**src/rtl/fsm_req_master.sv**
```systemverilog
// Requester agent: takes one job, drives req_N to the arbiter, holds for len+1 granted beats, then releases.
// Registered outputs; job_ready is high only in IDLE, so jobs offered while busy are dropped.
module fsm_req_master #(
  parameter int TIMEOUT = 16,
  parameter int LEN_W   = 4
) (
  input  logic             clk_i,
  input  logic             reset_i,
  input  logic             job_valid_i,
  output logic             job_ready_o,
  input  logic [1:0]       job_src_i,
  input  logic [LEN_W-1:0] job_len_i,
  output logic             req_0_o,
  output logic             req_1_o,
  output logic             req_2_o,
  output logic             req_3_o,
  input  logic             gnt_0_i,
  input  logic             gnt_1_i,
  input  logic             gnt_2_i,
  input  logic             gnt_3_i,
  output logic             owner_vld_o,
  output logic [1:0]       owner_id_o,
  output logic             done_o,
  output logic             err_o,
  output logic             err_multi_o
);

  localparam int WAIT_W = $clog2(TIMEOUT);
  localparam logic [WAIT_W-1:0] WAIT_LAST = WAIT_W'(TIMEOUT - 1);

  typedef enum logic [1:0] {
    S_IDLE,
    S_REQ,
    S_HOLD,
    S_REL
  } state_t;

  state_t             state_q, state_d;
  logic [1:0]         src_q, src_d;
  logic [LEN_W-1:0]   len_q, len_d;
  logic [LEN_W-1:0]   beat_q, beat_d;
  logic [WAIT_W-1:0]  wait_q, wait_d;
  logic               from_err_q, from_err_d;
  logic [3:0]         req_q, req_d;
  logic               owner_q, owner_d;
  logic               ready_q, ready_d;
  logic               done_q, done_d;
  logic               err_q, err_d;
  logic               multi_q;

  logic [3:0] gnt_vec;
  logic       gnt_src;
  logic       gnt_multi;

  assign gnt_vec   = {gnt_3_i, gnt_2_i, gnt_1_i, gnt_0_i};
  assign gnt_src   = gnt_vec[src_q];
  // Clearing the lowest set bit leaves something only if two or more grants are high.
  assign gnt_multi = (gnt_vec & (gnt_vec - 4'd1)) != 4'd0;

  always_comb begin
    state_d    = state_q;
    src_d      = src_q;
    len_d      = len_q;
    beat_d     = beat_q;
    wait_d     = wait_q;
    from_err_d = from_err_q;
    done_d     = 1'b0;
    err_d      = 1'b0;

    case (state_q)
      S_IDLE: begin
        if (job_valid_i && ready_q) begin
          state_d    = S_REQ;
          src_d      = job_src_i;
          len_d      = job_len_i;
          wait_d     = '0;
          from_err_d = 1'b0;
        end
      end
      S_REQ: begin
        if (gnt_src) begin
          state_d = S_HOLD;
          beat_d  = len_q;
        end else if (wait_q == WAIT_LAST) begin
          state_d = S_IDLE;
          err_d   = 1'b1;
        end else begin
          wait_d = wait_q + 1'b1;
        end
      end
      S_HOLD: begin
        // A lost grant outranks the last beat: the bus was not actually held.
        if (!gnt_src) begin
          state_d    = S_REL;
          err_d      = 1'b1;
          from_err_d = 1'b1;
          wait_d     = '0;
        end else if (beat_q == '0) begin
          state_d = S_REL;
          wait_d  = '0;
        end else begin
          beat_d = beat_q - 1'b1;
        end
      end
      S_REL: begin
        if (!gnt_src) begin
          state_d = S_IDLE;
          done_d  = !from_err_q;
        end else if (wait_q == WAIT_LAST) begin
          state_d = S_IDLE;
          err_d   = 1'b1;
        end else begin
          wait_d = wait_q + 1'b1;
        end
      end
      default: state_d = S_IDLE;
    endcase

    req_d   = ((state_d == S_REQ) || (state_d == S_HOLD)) ? (4'b0001 << src_d) : 4'b0000;
    owner_d = (state_d == S_HOLD);
    ready_d = (state_d == S_IDLE);
  end

  always_ff @(posedge clk_i) begin
    if (reset_i) begin
      state_q    <= S_IDLE;
      src_q      <= '0;
      len_q      <= '0;
      beat_q     <= '0;
      wait_q     <= '0;
      from_err_q <= 1'b0;
      req_q      <= '0;
      owner_q    <= 1'b0;
      ready_q    <= 1'b0;
      done_q     <= 1'b0;
      err_q      <= 1'b0;
      multi_q    <= 1'b0;
    end else begin
      state_q    <= state_d;
      src_q      <= src_d;
      len_q      <= len_d;
      beat_q     <= beat_d;
      wait_q     <= wait_d;
      from_err_q <= from_err_d;
      req_q      <= req_d;
      owner_q    <= owner_d;
      ready_q    <= ready_d;
      done_q     <= done_d;
      err_q      <= err_d;
      multi_q    <= multi_q | gnt_multi;
    end
  end

  assign req_0_o     = req_q[0];
  assign req_1_o     = req_q[1];
  assign req_2_o     = req_q[2];
  assign req_3_o     = req_q[3];
  assign owner_vld_o = owner_q;
  assign owner_id_o  = src_q;
  assign job_ready_o = ready_q;
  assign done_o      = done_q;
  assign err_o       = err_q;
  assign err_multi_o = multi_q;

endmodule

```
**config.mk**
```make
export PLATFORM = sky130hd
export DESIGN_NAME = fsm_req_master
export DESIGN_NICKNAME = d
export VERILOG_FILES = /design/src/rtl/fsm_req_master.sv
export SDC_FILE = /design/constraint.sdc
export NUM_CORES = 1
export LEC_CHECK = 0
export ABC_AREA = 0
export ABC_CLOCK_PERIOD_IN_PS = 4400
export BUFFER_PORTS_ARGS = -buffer_cell sky130_fd_sc_hd__buf_2
export CORE_MARGIN = 4
export CORE_UTILIZATION = 57
export CTS_BUF_LIST = sky130_fd_sc_hd__clkbuf_8 sky130_fd_sc_hd__clkbuf_16
export CTS_CLUSTER_SIZE = 16
export DETAILED_ROUTE_END_ITERATION = 12
export PLACE_DENSITY = 0.83
export SYNTH_ARGS = -nofsm -noshare
export SYNTH_HDL_FRONTEND = slang
export SYNTH_SLANG_ARGS = --single-unit
```
**constraint.sdc**
```tcl
create_clock -name clk_i -period 4.4 [get_ports clk_i]
set_input_delay 0.88 -clock clk_i [delete_from_list [all_inputs] [get_ports clk_i]]
set_output_delay 0.88 -clock clk_i [all_outputs]
set_load 0.005 [all_outputs]
```
**After elaboration in Yosys (flattened, before gate mapping)**

Cells that the tools add are included.
Widths: inputs -> output; s select.

- Bits in registers: 26
- Input bits: 13
- Output and inout port bits: 11

- $add $sub $neg: 3
- Order comparisons: 1
- Eq/ne operators: 14
- Shift-type cells: 1
- Mux-type cells: 30
- Bitwise gates (word level): 4
- Reductions and logical operators: 15

Operators by type and width:

| cell | count |
|---|---|
| $mux 4 | 9 |
| $mux 2 | 8 |
| $pmux 4 s4 | 1 |
| $ne 2x2->1 const B | 7 |
| $pmux 2 s4 | 1 |
| $pmux 4 s2 | 1 |
| $reduce_and 4->1 | 2 |
| $sub 4x1->4 const B | 2 |
| $mux 1 | 7 |
| $eq 2x2->1 const B | 3 |
| $add 4x1->4 const B | 1 |
| $and 4x4->4 | 1 |
| $eq 2x1->1 const B | 2 |
| $eq 4x4->1 const B | 1 |
| $logic_not 2->1 | 2 |
| $logic_not 4->1 | 1 |
| $reduce_bool 2->1 | 2 |
| $reduce_bool 4->1 | 1 |
| $shl 1x2->4 const A | 1 |
| $lt 2x3->1 const B | 1 |
| $ne 3x3->1 const B | 1 |
| $pmux 1 s3 | 1 |
| $reduce_and 3->1 | 1 |
| $reduce_or 3->1 | 1 |
| 9 further kinds | 10 |

**Logic depth before layout (Yosys ltp)**

Gate-level depths: netlist (run 1).

- Depth after elaboration: 8
- Gate-level depth with buffers: 9
- Depth with buffers taken out: 9

**Least setup slack after synthesis (run 1)**

No wires, ideal clock.

- Path kind: input-to-reg
- From: in gnt_3_i
- To: reg req_q[1]
- Setup time: 134 ps
- Arrival: 2,527 ps
- Required time: 4,266 ps
- Setup slack: 1,740 ps
- Cell stages on the path: 6
- Path through: mux4_2 o211a_1 a211oi_1 inv_1 ha_1 nor4b_1

- Word-level cells in the longest chain between the ends: 8
- Elaborated cells on any way between the ends: 11
- Those cells by class: eq/ne (2); mux (6); bitwise (1); reduce/logical (2)

Ends and longest elaborated chain:

| what | line | source |
|---|---|---|
| start, declared | 20 | `input logic gnt_3_i,` |
| $bmux 1 s2 * | 56 | `assign gnt_src = gnt_vec[src_q];` |
| $mux 1 (implied by the code) * | 56 |  |
| $mux 2, on equally long branches | 106, 81, 93 |  |
| $pmux 2 s4 * | 70 | `case (state_q)` |
| $eq 2x1->1 / $eq 2x2->1 (equally long branches) | 119 | `req_d = ((state_d == S_REQ) \|\| (state_d == S_HOLD)) ? (4'b0001 << src_d) : 4'b0000;` |
| $logic_or 1x1->1 * | 119 |  |
| $not 1->1 (no source line) * | -- |  |
| $reduce_or 2->1 (no source line) * | -- |  |
| end signal, assigned | 145 | `req_q <= req_d;` |
| end, declared | 44 | `logic [3:0] req_q, req_d;` |

Every way passes the cells marked *; elsewhere a longest branch is shown, timed or not. The select of a mux whose other input is x is not followed.
A chain may end at the register's enable or synchronous reset.

**Worst setup path after layout (run 1)**

- From: in gnt_3_i
- To: reg req_q[3]

Same word-level chain as after synthesis.

==> results of run 1 <==
## final cells by class
cell class / instances / area (um^2) / share of cell area [%]
Multi-Input combinational cell: 93 / 647 / 44.9
Sequential cell: 26 / 520 / 36.1
Timing Repair Buffer: 24 / 123 / 8.51
Inverter: 12 / 45.0 / 3.13
Clock buffer: 3 / 41.3 / 2.87
Tap cell: 27 / 33.8 / 2.35
Clock inverter: 1 / 30.0 / 2.09
## worst paths after layout
| path | from | end | slack [ns] | cells after the start |
|---|---|---|---|---|
| hold / removal | from_err_q | done_o | 0.42 | 1 |
| hold reg to reg | from_err_q | done_o | 0.42 | 1 |
| setup reg to reg | owner_id_o[0] | req_q[3] | 1.83 | 6 |
| setup / recovery | gnt_3_i | req_q[3] | 1.53 | 7 |
## state kept, by name (all words and copies together), names as in the netlist
| register | cells |
|---|---|
| len_q | 4 |
| req_q | 4 |
| owner_vld_o | 1 |
| beat_q | 4 |
| wait_q | 4 |
| err_multi_o | 1 |
| from_err_q | 1 |
| job_ready_o | 1 |
| done_o | 1 |
| owner_id_o | 2 |
| state_q | 2 |
| err_o | 1 |
## power by group through the flow
stage	Clock, mW	Sequential (mW)	Combinational (mW)
finish	0.196	0.264	0.0989
global route	0.210	0.267	0.112
CTS	0.201	0.264	0.0990
detailed placement	0	0.269	0.0988
global placement	0	0.269	0.0954
floorplan	0	0.264	0.0752
## per-stage QoR
| step | cells | area [um^2] | utilization, % | worst slack, ns | hold slack [ns] |
|---|---|---|---|---|---|
| final | 186 | 1440 | 71.9 | 1.53 | 0.421 |
| after global routing | 186 | 1440 | 71.9 | 1.41 | 0.455 |
| after floorplan | 137 | 1240 | - | 1.74 | 0.391 |
| after global placement | 182 | 1370 | 68.4 | 1.38 | 0.408 |
| after detailed placement | 182 | 1370 | 68.4 | 1.25 | 0.414 |
| after CTS | 186 | 1440 | 71.9 | 1.55 | 0.427 |
## routing by layer
layer / track usage [%] / vias up / wire length (um)
met5: 0 / - / 0
met4: 3.73 / 0 / 7
met3: 6.27 / 2 / 123
met2: 33.5 / 19 / 1220
met1: 23.6 / 483 / 1120
li1: - / 531 / -
## cells by family after synthesis
| kind of cell | count (synthesis) | share of synthesized area [%] |
|---|---|---|
| AOI/OAI and AO/OA | 29 | 15.3 |
| xor gates and xnor gates | 1 | 0.709 |
| adders and majority gates | 5 | 4.86 |
| buffers and inverters | 18 | 5.57 |
| DFF | 26 | 42.1 |
| muxes | 9 | 8.40 |
| and+or+nand+nor | 49 | 23.1 |
## synthesized netlist by cell type, drive strengths merged, types with 3 or more instances
| cell type | count |
|---|---|
| nor4b | 3 |
| mux2i | 7 |
| nand2b | 4 |
| ha | 4 |
| nor2b | 6 |
| o21ai | 7 |
| clkbuf | 5 |
| a21oi | 7 |
| nand3 | 3 |
| dfxtp | 26 |
| nand4 | 3 |
| nor2 | 14 |
| inv | 12 |
## worst max-delay path, cell delays in order
cell and delay, ns:
buf_2 0.11, mux4_2 0.63, o211a_1 0.31, a211oi_1 0.43
inv_1 0.13, ha_1 0.33, nor4b_1 0.22
==> impl_metrics.env, run 1 <==
export IMPL_routedWlPerCell_um=13.3
export IMPL_p_comb_share_pct=17.7
export IMPL_worstPathRequired_ns=4.58
export IMPL_start_kind="input port"
export IMPL_cts_resized=0
export IMPL_dp_hpwl_mm=1.82
export IMPL_start_util_pct=61.8
export IMPL_maxSlewViolCount=0
export IMPL_clk_latency_ns=0.27
export IMPL_power_leakage_nw=0.584
export IMPL_crit_type="input port to register"
export IMPL_io_buffers=23
export IMPL_finalSetupTns_ns=0
export IMPL_p_sw_mw=0.141
export IMPL_p_int_mw=0.418
export IMPL_antenna_found_initial=0
export IMPL_synth_edf_count=0
export IMPL_syn_num_nets=154
export IMPL_postCtsSetupBuffers=0
export IMPL_totalWireLength_mm=2.48
export IMPL_synth_top_area_share_pct=42.1
export IMPL_fin_nets=177
export IMPL_viasPerCell=5.56
export IMPL_layout_commonest_cell="dfxtp_1"
export IMPL_hold_path_class="register to register"
export IMPL_yosys_area_top_type="dfxtp_1"
export IMPL_power_mw=0.559
export IMPL_synthCells=137
export IMPL_power_density_nw_per_um2=388
export IMPL_tightestPinTransition_ns=0.538
export IMPL_die_area_um2=2980
export IMPL_final_cell_mix="dfxtp_1, buf_2, nor2_1, inv_1"
export IMPL_numClockSinks=26
export IMPL_cts_htree_levels=1
export IMPL_dieWidth_um=54.6
export IMPL_synth_ff_type="dfxtp_1"
export IMPL_syn_to_final_growth_pct=16.5
export IMPL_placementRows=16
export IMPL_arrival_ns=3.05
export IMPL_max_slew_margin_rel_pct=64.1
export IMPL_pwr_share_clk_pct=35.0
export IMPL_synth_cell_types=39
export IMPL_vias=1035
export IMPL_drv_cap=0
export IMPL_setup_viol=0
export IMPL_drive_above_1_share_pct=20.1
export IMPL_critPathMaxFanout=15
export IMPL_vdd_drop_max_v=0.000366
export IMPL_firstDrtPassIters=4
export IMPL_fmax_ghz=0.348
export IMPL_sw_frac_of_total_pct=25.2
export IMPL_status="complete, no violations"
export IMPL_grt_max_degree=27
export IMPL_end_kind="register"
export IMPL_clock_path_buffers=2
export IMPL_fin_crit_sh_pct=65.3
export IMPL_drcViolationCount=0
export IMPL_hold_buffers=0
export IMPL_grt_usage_pct=19.4
export IMPL_grt_ovfl_total=0
export IMPL_grt_pass1_wl_mm=4.22
export IMPL_yosys_warnings=0
export IMPL_p_seq_share_pct=47.3
export IMPL_grt_pass1_vias=1026
export IMPL_fp_coreArea_um2=2000
export IMPL_root_buffer="clkbuf_8"
export IMPL_period_needed_ns=2.87
export IMPL_drt_initial_drc_count=20
export IMPL_die_h_um=54.6
export IMPL_tritoncts="done"
export IMPL_synth_area_per_cell_um2=9.02
export IMPL_syn_area_um2=1240
export IMPL_ys_seq_area_share_pct=42.1
export IMPL_yosys_register_bits=26
export IMPL_netlist_top_cells_area="dfxtp_1, mux2i_1, nor2_1"
export IMPL_fill_cells=159
export IMPL_rsz0062_at_grt="no"
export IMPL_async_flop_share_pct=0
export IMPL_numCtsBuffers=3
export IMPL_n_antenna_cell=0
export IMPL_place_gp_congestion=0.848
export IMPL_io_pins=24
export IMPL_worst_clock_skew_ns=0.00191
export IMPL_clkTransAtPathRegs_ns=0.09
export IMPL_ant_nets=0
export IMPL_hold_viol_final=0
(Power assumes the default switching activity.)
==> run 2, diff against run 1 <==
--- a/config.mk
+++ b/config.mk
@@ -6,14 +6,14 @@
 export NUM_CORES = 1
 export LEC_CHECK = 0
 export ABC_AREA = 0
-export ABC_CLOCK_PERIOD_IN_PS = 4400
+export ABC_CLOCK_PERIOD_IN_PS = 2800
 export BUFFER_PORTS_ARGS = -buffer_cell sky130_fd_sc_hd__buf_2
 export CORE_MARGIN = 4
-export CORE_UTILIZATION = 57
+export CORE_UTILIZATION = 53
 export CTS_BUF_LIST = sky130_fd_sc_hd__clkbuf_8 sky130_fd_sc_hd__clkbuf_16
 export CTS_CLUSTER_SIZE = 16
 export DETAILED_ROUTE_END_ITERATION = 12
-export PLACE_DENSITY = 0.83
+export PLACE_DENSITY = 0.78
 export SYNTH_ARGS = -nofsm -noshare
 export SYNTH_HDL_FRONTEND = slang
 export SYNTH_SLANG_ARGS = --single-unit
==> constraint.sdc (replaced) <==
create_clock -name clk_i -period 2.8 [get_ports clk_i]
set_input_delay 0.56 -clock clk_i [delete_from_list [all_inputs] [get_ports clk_i]]
set_output_delay 0.56 -clock clk_i [all_outputs]
set_load 0.005 [all_outputs]
==> impl_metrics.env, run 2 (synthesis results as in run 1) <==
export IMPL_drcViolationCount=0
export IMPL_clkTransAtPathRegs_ns=0.09
export IMPL_viasPerCell=5.73
export IMPL_period_needed_ns=2.32
export IMPL_end_kind="register"
export IMPL_fmax_ghz=0.430
export IMPL_die_area_um2=3170
export IMPL_finalWorstSetupSlack_ns=0.475
export IMPL_fin_nets=179
export IMPL_totalWireLength_mm=2.67
export IMPL_finalSetupTns_ns=0
export IMPL_crit_type="register to register"
export IMPL_antenna_found_initial=0
export IMPL_p_int_mw=0.665
export IMPL_fp_coreArea_um2=2210
export IMPL_worst_clock_skew_ns=0.00923
export IMPL_syn_to_final_growth_pct=17.8
export IMPL_grt_pass1_wl_mm=4.56
export IMPL_post_place_ws_ns=0.212
export IMPL_rsz0062_at_grt="no"
export IMPL_fin_crit_sh_pct=83.0
export IMPL_regArea_um2=520
export IMPL_cts_htree_levels=1
export IMPL_arrival_ns=2.50
export IMPL_cts_resized=0
export IMPL_vias=1083
export IMPL_io_buffers=23
export IMPL_ant_nets=0
export IMPL_n_antenna_cell=0
export IMPL_numCtsBuffers=3
export IMPL_grt_pass1_vias=1084
export IMPL_numClockSinks=26
export IMPL_critPathMaxFanout=4
export IMPL_drt_initial_drc_count=38
export IMPL_max_slew_margin_rel_pct=50.9
export IMPL_layout_commonest_cell="dfxtp_1"
export IMPL_power_density_nw_per_um2=611
export IMPL_die_h_um=56.3
export IMPL_pwr_share_clk_pct=34.4
export IMPL_root_buffer="clkbuf_8"
export IMPL_status="complete, no violations"
export IMPL_tightestPinTransition_ns=0.726
export IMPL_grt_max_degree=27
export IMPL_hold_buffers=0
export IMPL_clock_path_buffers=2
export IMPL_grt_usage_pct=17.7
export IMPL_tritoncts="done"
export IMPL_fill_cells=191
export IMPL_io_pins=24
export IMPL_final_cell_mix="dfxtp_1, buf_2, nor2_1, inv_1"
export IMPL_drv_cap=0
export IMPL_start_util_pct=55.9
export IMPL_clk_latency_ns=0.27
export IMPL_worstPathRequired_ns=2.98
export IMPL_hold_viol_final=0
export IMPL_firstDrtPassIters=4
export IMPL_placementRows=17
export IMPL_setup_viol=0
export IMPL_start_kind="register"
export IMPL_p_sw_mw=0.225
export IMPL_p_comb_share_pct=18.9
export IMPL_postCtsSetupBuffers=0
export IMPL_drive_above_1_share_pct=21.1
export IMPL_p_seq_share_pct=46.7
export IMPL_maxSlewViolCount=0
export IMPL_sw_frac_of_total_pct=25.3
export IMPL_dp_hpwl_mm=2.00
export IMPL_vdd_drop_max_v=0.000427
export IMPL_multi_input_area_um2=647
export IMPL_grt_ovfl_total=0
export IMPL_dieWidth_um=56.3
export IMPL_hold_path_class="register to register"
export IMPL_routedWlPerCell_um=14.1
export IMPL_place_gp_congestion=0.795
export IMPL_power_leakage_nw=0.594
[run 2: cell types whose count changed in the layout (fill, tap and decap cells not counted), sizes merged]
cell / delta
buf: +2
[run 2: power by group through the flow]
stage	Sequential, mW	Combinational, mW	Clock, mW
2_1_floorplan	0.415	0.118	0
3_3_place_gp	0.423	0.161	0
3_5_place_dp	0.424	0.168	0
4_1_cts	0.416	0.169	0.311
5_1_grt	0.420	0.189	0.325
6_report	0.416	0.168	0.306
[run 2: cell type report]
class	count	share of cell area, %
inverter	12	3.09
clock inverter	1	2.06
sequential	26	35.7
clock buffer	3	2.84
tap	28	2.41
timing repair buffer	26	9.45
multi-input combinational	93	44.4
[run 2: path summary, 6_finish.rpt]
path              start  slack, ns        to  cells after the start
min reg2reg  from_err_q       0.45    done_o                      1
max reg2reg   beat_q[0]       0.48  req_q[1]                      8
min          from_err_q       0.45    done_o                      1
max           beat_q[0]       0.48  req_q[1]                      8
[run 2: per-stage QoR]
stage	utilization [%]	hold WS, ns	instance area (um^2)	cells	total power [mW]
5_1_grt	65.8	0.474	1460	189	0.934
3_5_place_dp	62.6	0.426	1390	185	0.593
6_report	65.8	0.453	1460	189	0.890
3_3_place_gp	62.6	0.411	1390	185	0.584
2_1_floorplan	-	0.391	1240	137	0.533
4_1_cts	65.8	0.451	1460	189	0.896
[run 2: critical path, cell delays in order, from the launching register on]
cell and delay (ns):
dfxtp_1 0.33, inv_1 0.08, ha_1 0.19, or3b_2 0.49, and3_1 0.24, a211oi_1 0.24, inv_1 0.10, ha_1 0.32
nor4b_1 0.24
[run 2: routing by layer]
| layer | track usage [%] | vias up | wire length [um] |
|---|---|---|---|
| met3 | 3.22 | 9 | 107 |
| met2 | 30.9 | 29 | 1350 |
| met1 | 20.8 | 499 | 1140 |
| met4 | 8.14 | 0 | 71 |
| met5 | 0 | - | 0 |
| li1 | - | 546 | - |
